### src/rtl/seq_detector_pkg.sv
// Shared defaults and helpers for the programmable serial pattern detector.
package seq_det_pkg;

  localparam int unsigned SEQ_MAX_LEN     = 8;
  localparam int unsigned SEQ_COUNT_W     = 8;
  localparam logic [7:0]  SEQ_RST_PATTERN = 8'b0000_0011;
  localparam int unsigned SEQ_RST_LEN     = 3;

  function automatic int unsigned clamp_len(input int unsigned len, input int unsigned max_len);
    if (len > max_len) begin
      return max_len;
    end else begin
      return len;
    end
  endfunction

endpackage

### src/rtl/seq_detector_sat_counter.sv
// Saturating up-counter with a synchronous clear that beats a same-cycle increment.
module sat_counter #(
  parameter int unsigned W = 8
) (
  input  logic         clk,
  input  logic         rst_n,
  input  logic         inc_i,
  input  logic         clr_i,
  output logic [W-1:0] count_o
);

  logic [W-1:0] count_q;
  logic [W-1:0] count_d;

  always_comb begin
    count_d = count_q;
    if (clr_i) begin
      count_d = {W{1'b0}};
    end else if (inc_i && (count_q != {W{1'b1}})) begin
      count_d = count_q + W'(1);
    end else begin
      count_d = count_q;
    end
  end

  always_ff @(posedge clk or negedge rst_n) begin
    if (!rst_n) begin
      count_q <= {W{1'b0}};
    end else begin
      count_q <= count_d;
    end
  end

  assign count_o = count_q;

endmodule

### src/rtl/seq_detector.sv
// Serial pattern detector: history shift register plus fill count form the state;
// pattern, length and overlap mode are runtime-loadable.
module seq_detector
  import seq_det_pkg::*;
#(
  parameter int unsigned        MAX_LEN     = SEQ_MAX_LEN,
  parameter int unsigned        LEN_W       = $clog2(MAX_LEN + 1),
  parameter int unsigned        COUNT_W     = SEQ_COUNT_W,
  parameter logic [MAX_LEN-1:0] RST_PATTERN = MAX_LEN'(SEQ_RST_PATTERN),
  parameter int unsigned        RST_LEN     = SEQ_RST_LEN
) (
  input  logic               clk,
  input  logic               rst_n,
  input  logic               in_i,
  input  logic               in_valid_i,
  input  logic               cfg_load_i,
  input  logic [MAX_LEN-1:0] cfg_pattern_i,
  input  logic [LEN_W-1:0]   cfg_len_i,
  input  logic               cfg_overlap_i,
  input  logic               clr_count_i,
  output logic               match_o,
  output logic [COUNT_W-1:0] match_count_o
);

  logic [MAX_LEN-1:0] hist_q, hist_d, hist_shift_s, len_mask_s;
  logic [MAX_LEN-1:0] pat_q, pat_d;
  logic [LEN_W-1:0]   fill_q, fill_d, fill_inc_s;
  logic [LEN_W-1:0]   len_q, len_d;
  logic               ovl_q, ovl_d;
  logic               match_q;
  logic               accept_s, hit_s;

  // A hit needs len_q fresh bits and the newest len_q history bits equal to the pattern.
  always_comb begin
    accept_s     = in_valid_i & ~cfg_load_i;
    hist_shift_s = {hist_q[MAX_LEN-2:0], in_i};
    if (fill_q >= LEN_W'(MAX_LEN)) begin
      fill_inc_s = fill_q;
    end else begin
      fill_inc_s = fill_q + LEN_W'(1);
    end
    for (int i = 0; i < MAX_LEN; i++) begin
      len_mask_s[i] = (i < int'(len_q));
    end
    hit_s = accept_s && (len_q != {LEN_W{1'b0}}) && (fill_inc_s >= len_q) &&
            ((hist_shift_s & len_mask_s) == (pat_q & len_mask_s));
  end

  always_comb begin
    hist_d = hist_q;
    fill_d = fill_q;
    pat_d  = pat_q;
    len_d  = len_q;
    ovl_d  = ovl_q;
    if (cfg_load_i) begin
      pat_d  = cfg_pattern_i;
      len_d  = LEN_W'(clamp_len(32'(cfg_len_i), MAX_LEN));
      ovl_d  = cfg_overlap_i;
      hist_d = {MAX_LEN{1'b0}};
      fill_d = {LEN_W{1'b0}};
    end else if (accept_s) begin
      hist_d = hist_shift_s;
      // Non-overlap: the matched bits remain in hist but are no longer counted as fresh.
      if (hit_s && !ovl_q) begin
        fill_d = {LEN_W{1'b0}};
      end else begin
        fill_d = fill_inc_s;
      end
    end else begin
      hist_d = hist_q;
      fill_d = fill_q;
    end
  end

  always_ff @(posedge clk or negedge rst_n) begin
    if (!rst_n) begin
      hist_q  <= {MAX_LEN{1'b0}};
      fill_q  <= {LEN_W{1'b0}};
      pat_q   <= RST_PATTERN;
      len_q   <= LEN_W'(clamp_len(RST_LEN, MAX_LEN));
      ovl_q   <= 1'b1;
      match_q <= 1'b0;
    end else begin
      hist_q  <= hist_d;
      fill_q  <= fill_d;
      pat_q   <= pat_d;
      len_q   <= len_d;
      ovl_q   <= ovl_d;
      match_q <= hit_s;
    end
  end

  sat_counter #(
    .W(COUNT_W)
  ) u_count (
    .clk     (clk),
    .rst_n   (rst_n),
    .inc_i   (hit_s),
    .clr_i   (clr_count_i),
    .count_o (match_count_o)
  );

  assign match_o = match_q;

endmodule

### config.mk
export PLATFORM = sky130hd
export DESIGN_NAME = seq_detector
export DESIGN_NICKNAME = d
export VERILOG_FILES = /design/src/rtl/seq_detector_pkg.sv /design/src/rtl/seq_detector_sat_counter.sv /design/src/rtl/seq_detector.sv
export SDC_FILE = /design/constraint.sdc
export NUM_CORES = 1
export LEC_CHECK = 0
export ABC_CLOCK_PERIOD_IN_PS = 2600
export BUFFER_PORTS_ARGS = -buffer_cell sky130_fd_sc_hd__clkbuf_2
export CAP_MARGIN = 10
export CORE_ASPECT_RATIO = 1.4
export CORE_MARGIN = 2
export CORE_UTILIZATION = 30
export CTS_BUF_LIST = sky130_fd_sc_hd__clkbuf_8
export DETAILED_ROUTE_END_ITERATION = 10
export HOLD_SLACK_MARGIN = 0.12
export SYNTH_ARGS = -nofsm -noshare
export SYNTH_HDL_FRONTEND = slang
export SYNTH_SLANG_ARGS = --single-unit
### constraint.sdc
create_clock -name clk -period 2.6 [get_ports clk]
set_clock_uncertainty 0.1 [all_clocks]
set_input_delay 0.52 -clock clk [delete_from_list [all_inputs] [get_ports clk]]
set_output_delay 0.52 -clock clk [all_outputs]
set_load 0.05 [all_outputs]
==> impl_results.md <==
* Initial antenna violation count at 0
* Largest area contributor in the synthesized netlist: dfrtp_1
* Crit path launch type: flop
* DR pass1 iterations at 5
* Core area at between 5000 and 6000 um^2
* Wire length per cell at around 13 um
* RSZ-0062 raised after global routing: yes
* Leakage power at around 1 nW
* Diodes inserted at 0
* Worst Path Required at around 2.7 ns
* Worst-path maximum fanout at 7
* CP arrival at 2.69 ns
* Final TNS setup at 0 ns
* Area growth, synth to finish at 24.4%
* Die area at 6390 um^2
* Clock tree buffer depth at 2
* Final HPWL DP at about 2600 um
* Initial core utilization at 31.3%
* CTS Buf Count at 5
* Sequential-to-total area share from yosys stat at between 40% and 50%
* Die Y at ~94 um
* Fill cells at roughly 550
* Post-route design area at ~2100 um^2
* Syn nets at 188
* Pwr per Cell Area at roughly 530 nW/um^2
* Worst-skew pair later-pin latency at ~0.27 ns
* Worst hold path class: in2async
* IO Pins at 28
* Relative slew margins at 44.9%
* Max_cap viols at 0
* Max Slew Vio Count at 0
* Finished Core Util at 38.9%
* Initial DRC count at 13
* Peak Freq at 386 MHz
* Vias in the first global route at roughly 1300
* Final setup viols at 0
* Crit Path Category: reg2reg
* #FFs+latches synth at 33
* DRC Markers at 0
* Clock transition at path regs at ~0.07 ns
* Final hold viol count at 0
* Worst IR Drop VDD at between 0.3 and 0.4 mV
* TritonCTS clock tree: built
* Final setup margin at about 0.010 ns
* Final min period at roughly 2.6 ns
* H-tree depth at 2
* GRT overflow at 0
* Nets at 227
* Flip-flop and latch area at about 830 um^2
* # rows at 32
* Final Routed Wirelength at ~3500 um
* Fraction of layout cells with a size suffix above 1 at a little over a third
* Clock root cell: clkbuf_8
* Final Wtd Congestion at about 0.74
* Fin crit share at about 100%
* Synth area leaders: dfrtp_1 41%, dfstp_2 7.6%, mux2_2 6.5%
* Via count at between 1000 and 1500
* Number of synthesis warnings at 0
* Tightest Pin Transition at between 0.8 and 0.9 ns
* Post-Synthesis Cells at 162
* First-pass GRT wire length at between 5000 and 6000 um
* Tot GR Track Use at between 10 and 15%
* Status: complete, no violations
* Syn_area_per_cell at 10.7 um^2
* IO buf count at 27
* Area occupied by multi-input gates at 880 um^2
* Pre-CTS setup slack at -0.0631 ns
* Post-synth cell types at 36
* Yosys top cell area share at 40.6%
* Die Span X at between 60 and 70 um
* Mapped Area at ~1700 um^2
* Critical Path Sink Type: flop
* Placed cell area at 1990 um^2
* Largest net degree at the start of global routing at 34
* DR vias/cell at between 4 and 5
* Sink Count at 33
* Final ANT Viol Nets at 0
[worst max-delay path: stages, from the launching register on]
cell,delay (ns)
dfrtp_1,0.40
inv_2,0.08
ha_4,0.19
mux2_4,0.28
ha_4,0.26
a21o_1,0.10
a21o_1,0.12
a21oi_2,0.06
or3_4,0.37
buf_6,0.14
or3_1,0.30
a21oi_1,0.12
[routing by layer]
| layer | wire, um | up-vias | track usage [%] | share of wire (%) |
|---|---|---|---|---|
| li1 | - | 648 | - | - |
| met1 | 1530 | 628 | 16.0 | 44 |
| met2 | 1820 | 22 | 20.1 | 52 |
| met3 | 112 | 4 | 2.28 | 3.2 |
| met4 | 48 | 0 | 5.50 | 1.4 |
| met5 | 0 | - | 0 | 0 |
[cell families after synthesis]
logic type / count (synthesis) / share of synthesized area (%)
muxes: 18 / 11.2
and+or+nand+nor: 50 / 16.0
xor gates and xnor gates: 11 / 5.58
AOI/OAI and AO/OA: 29 / 10.1
adders and majority gates: 7 / 5.07
buffers and inverters: 14 / 3.91
DFF: 33 / 48.2
[cell type report]
class,count,area share [%]
multi-input combinational,115,40.9
inverter,8,1.40
tap,68,3.96
clock inverter,1,0.233
sequential,33,38.7
timing repair buffer,38,10.3
clock buffer,7,4.48
[synth_stat cells]
| cell type | number |
|---|---|
| o32ai_1 | 2 |
| a21o_1 | 2 |
| ha_1 | 7 |
| nand2b_1 | 5 |
| inv_1 | 8 |
| nand2_1 | 9 |
| or2_1 | 1 |
| a31oi_1 | 1 |
| and3_1 | 4 |
| a21oi_1 | 9 |
| nand3_1 | 4 |
| o21ai_0 | 7 |
| nand2b_4 | 1 |
| o31ai_1 | 3 |
| dfstp_2 | 5 |
| mux2_2 | 10 |
| buf_6 | 2 |
| buf_1 | 2 |
| xor2_1 | 5 |
| nor2b_1 | 2 |
| xnor2_1 | 6 |
| nand3b_1 | 1 |
| mux2i_1 | 8 |
| nor3_1 | 4 |
| a211o_1 | 1 |
| dfrtp_1 | 28 |
| clkbuf_1 | 2 |
| o22ai_1 | 1 |
| or4_1 | 3 |
| o21ai_1 | 2 |
| nor4_1 | 2 |
| and4b_1 | 1 |
| or3_1 | 2 |
| or3_4 | 1 |
| nor2_1 | 10 |
| o221ai_1 | 1 |
[through the flow]
step,std cells,power [mW],hold WS (ns)
6_report,270,1.14,0.231
3_3_place_gp,259,0.726,0.410
3_5_place_dp,259,0.730,0.418
5_1_grt,270,1.21,0.299
4_1_cts,269,1.16,0.254
2_1_floorplan,162,0.670,0.124
[power by group]
part           switching, mW  internal [mW]
Clock                  0.174          0.239
Combinational         0.0774         0.0825
Sequential            0.0221          0.544
Total                  0.274          0.865
[what timing repair did]
| item | 4_1_cts | 5_1_grt |
|---|---|---|
| setup endpoints to repair | 2 | 6 |
| setup buffers | 2 | 1 |
| hold buffers | 0 | 0 |
| pin swaps | 9 | 4 |
| gates resized for setup | 7 | 3 |
[layout by cell type, fill, tap and decap left out, drive strengths merged, types with 6 or more instances in the layout]
cell    instances
inv             8
ha              7
xnor2           6
nand2b          6
nand2           9
nor2           10
mux2           10
mux2i           8
buf            11
clkbuf         34
a21oi           9
dfrtp          28
o21ai           9
[state kept, by name, summed over array words and instances (netlist names)]
register / count
fill_q: 4
hist_q: 7
len_q: 4
pat_q: 8
match_o: 1
ovl_q: 1
u_count.count_o: 8
[final timing paths]
| path | from | to | slack [ns] | cells after the start |
|---|---|---|---|---|
| hold reg to reg | len_q[0] | len_q[0] | 0.42 | 2 |
| setup / recovery | fill_q[1] | u_count.count_o[2] | 0.01 | 11 |
| min in group clk | cfg_len_i[0] | len_q[0] | 0.34 | 3 |
| setup reg to reg | fill_q[1] | u_count.count_o[2] | 0.01 | 11 |
| hold / removal | rst_n | pat_q[4] | 0.23 | 1 |
| max in group asynchronous | rst_n | u_count.count_o[1] | 1.65 | 1 |
(Power assumes the default switching activity.)
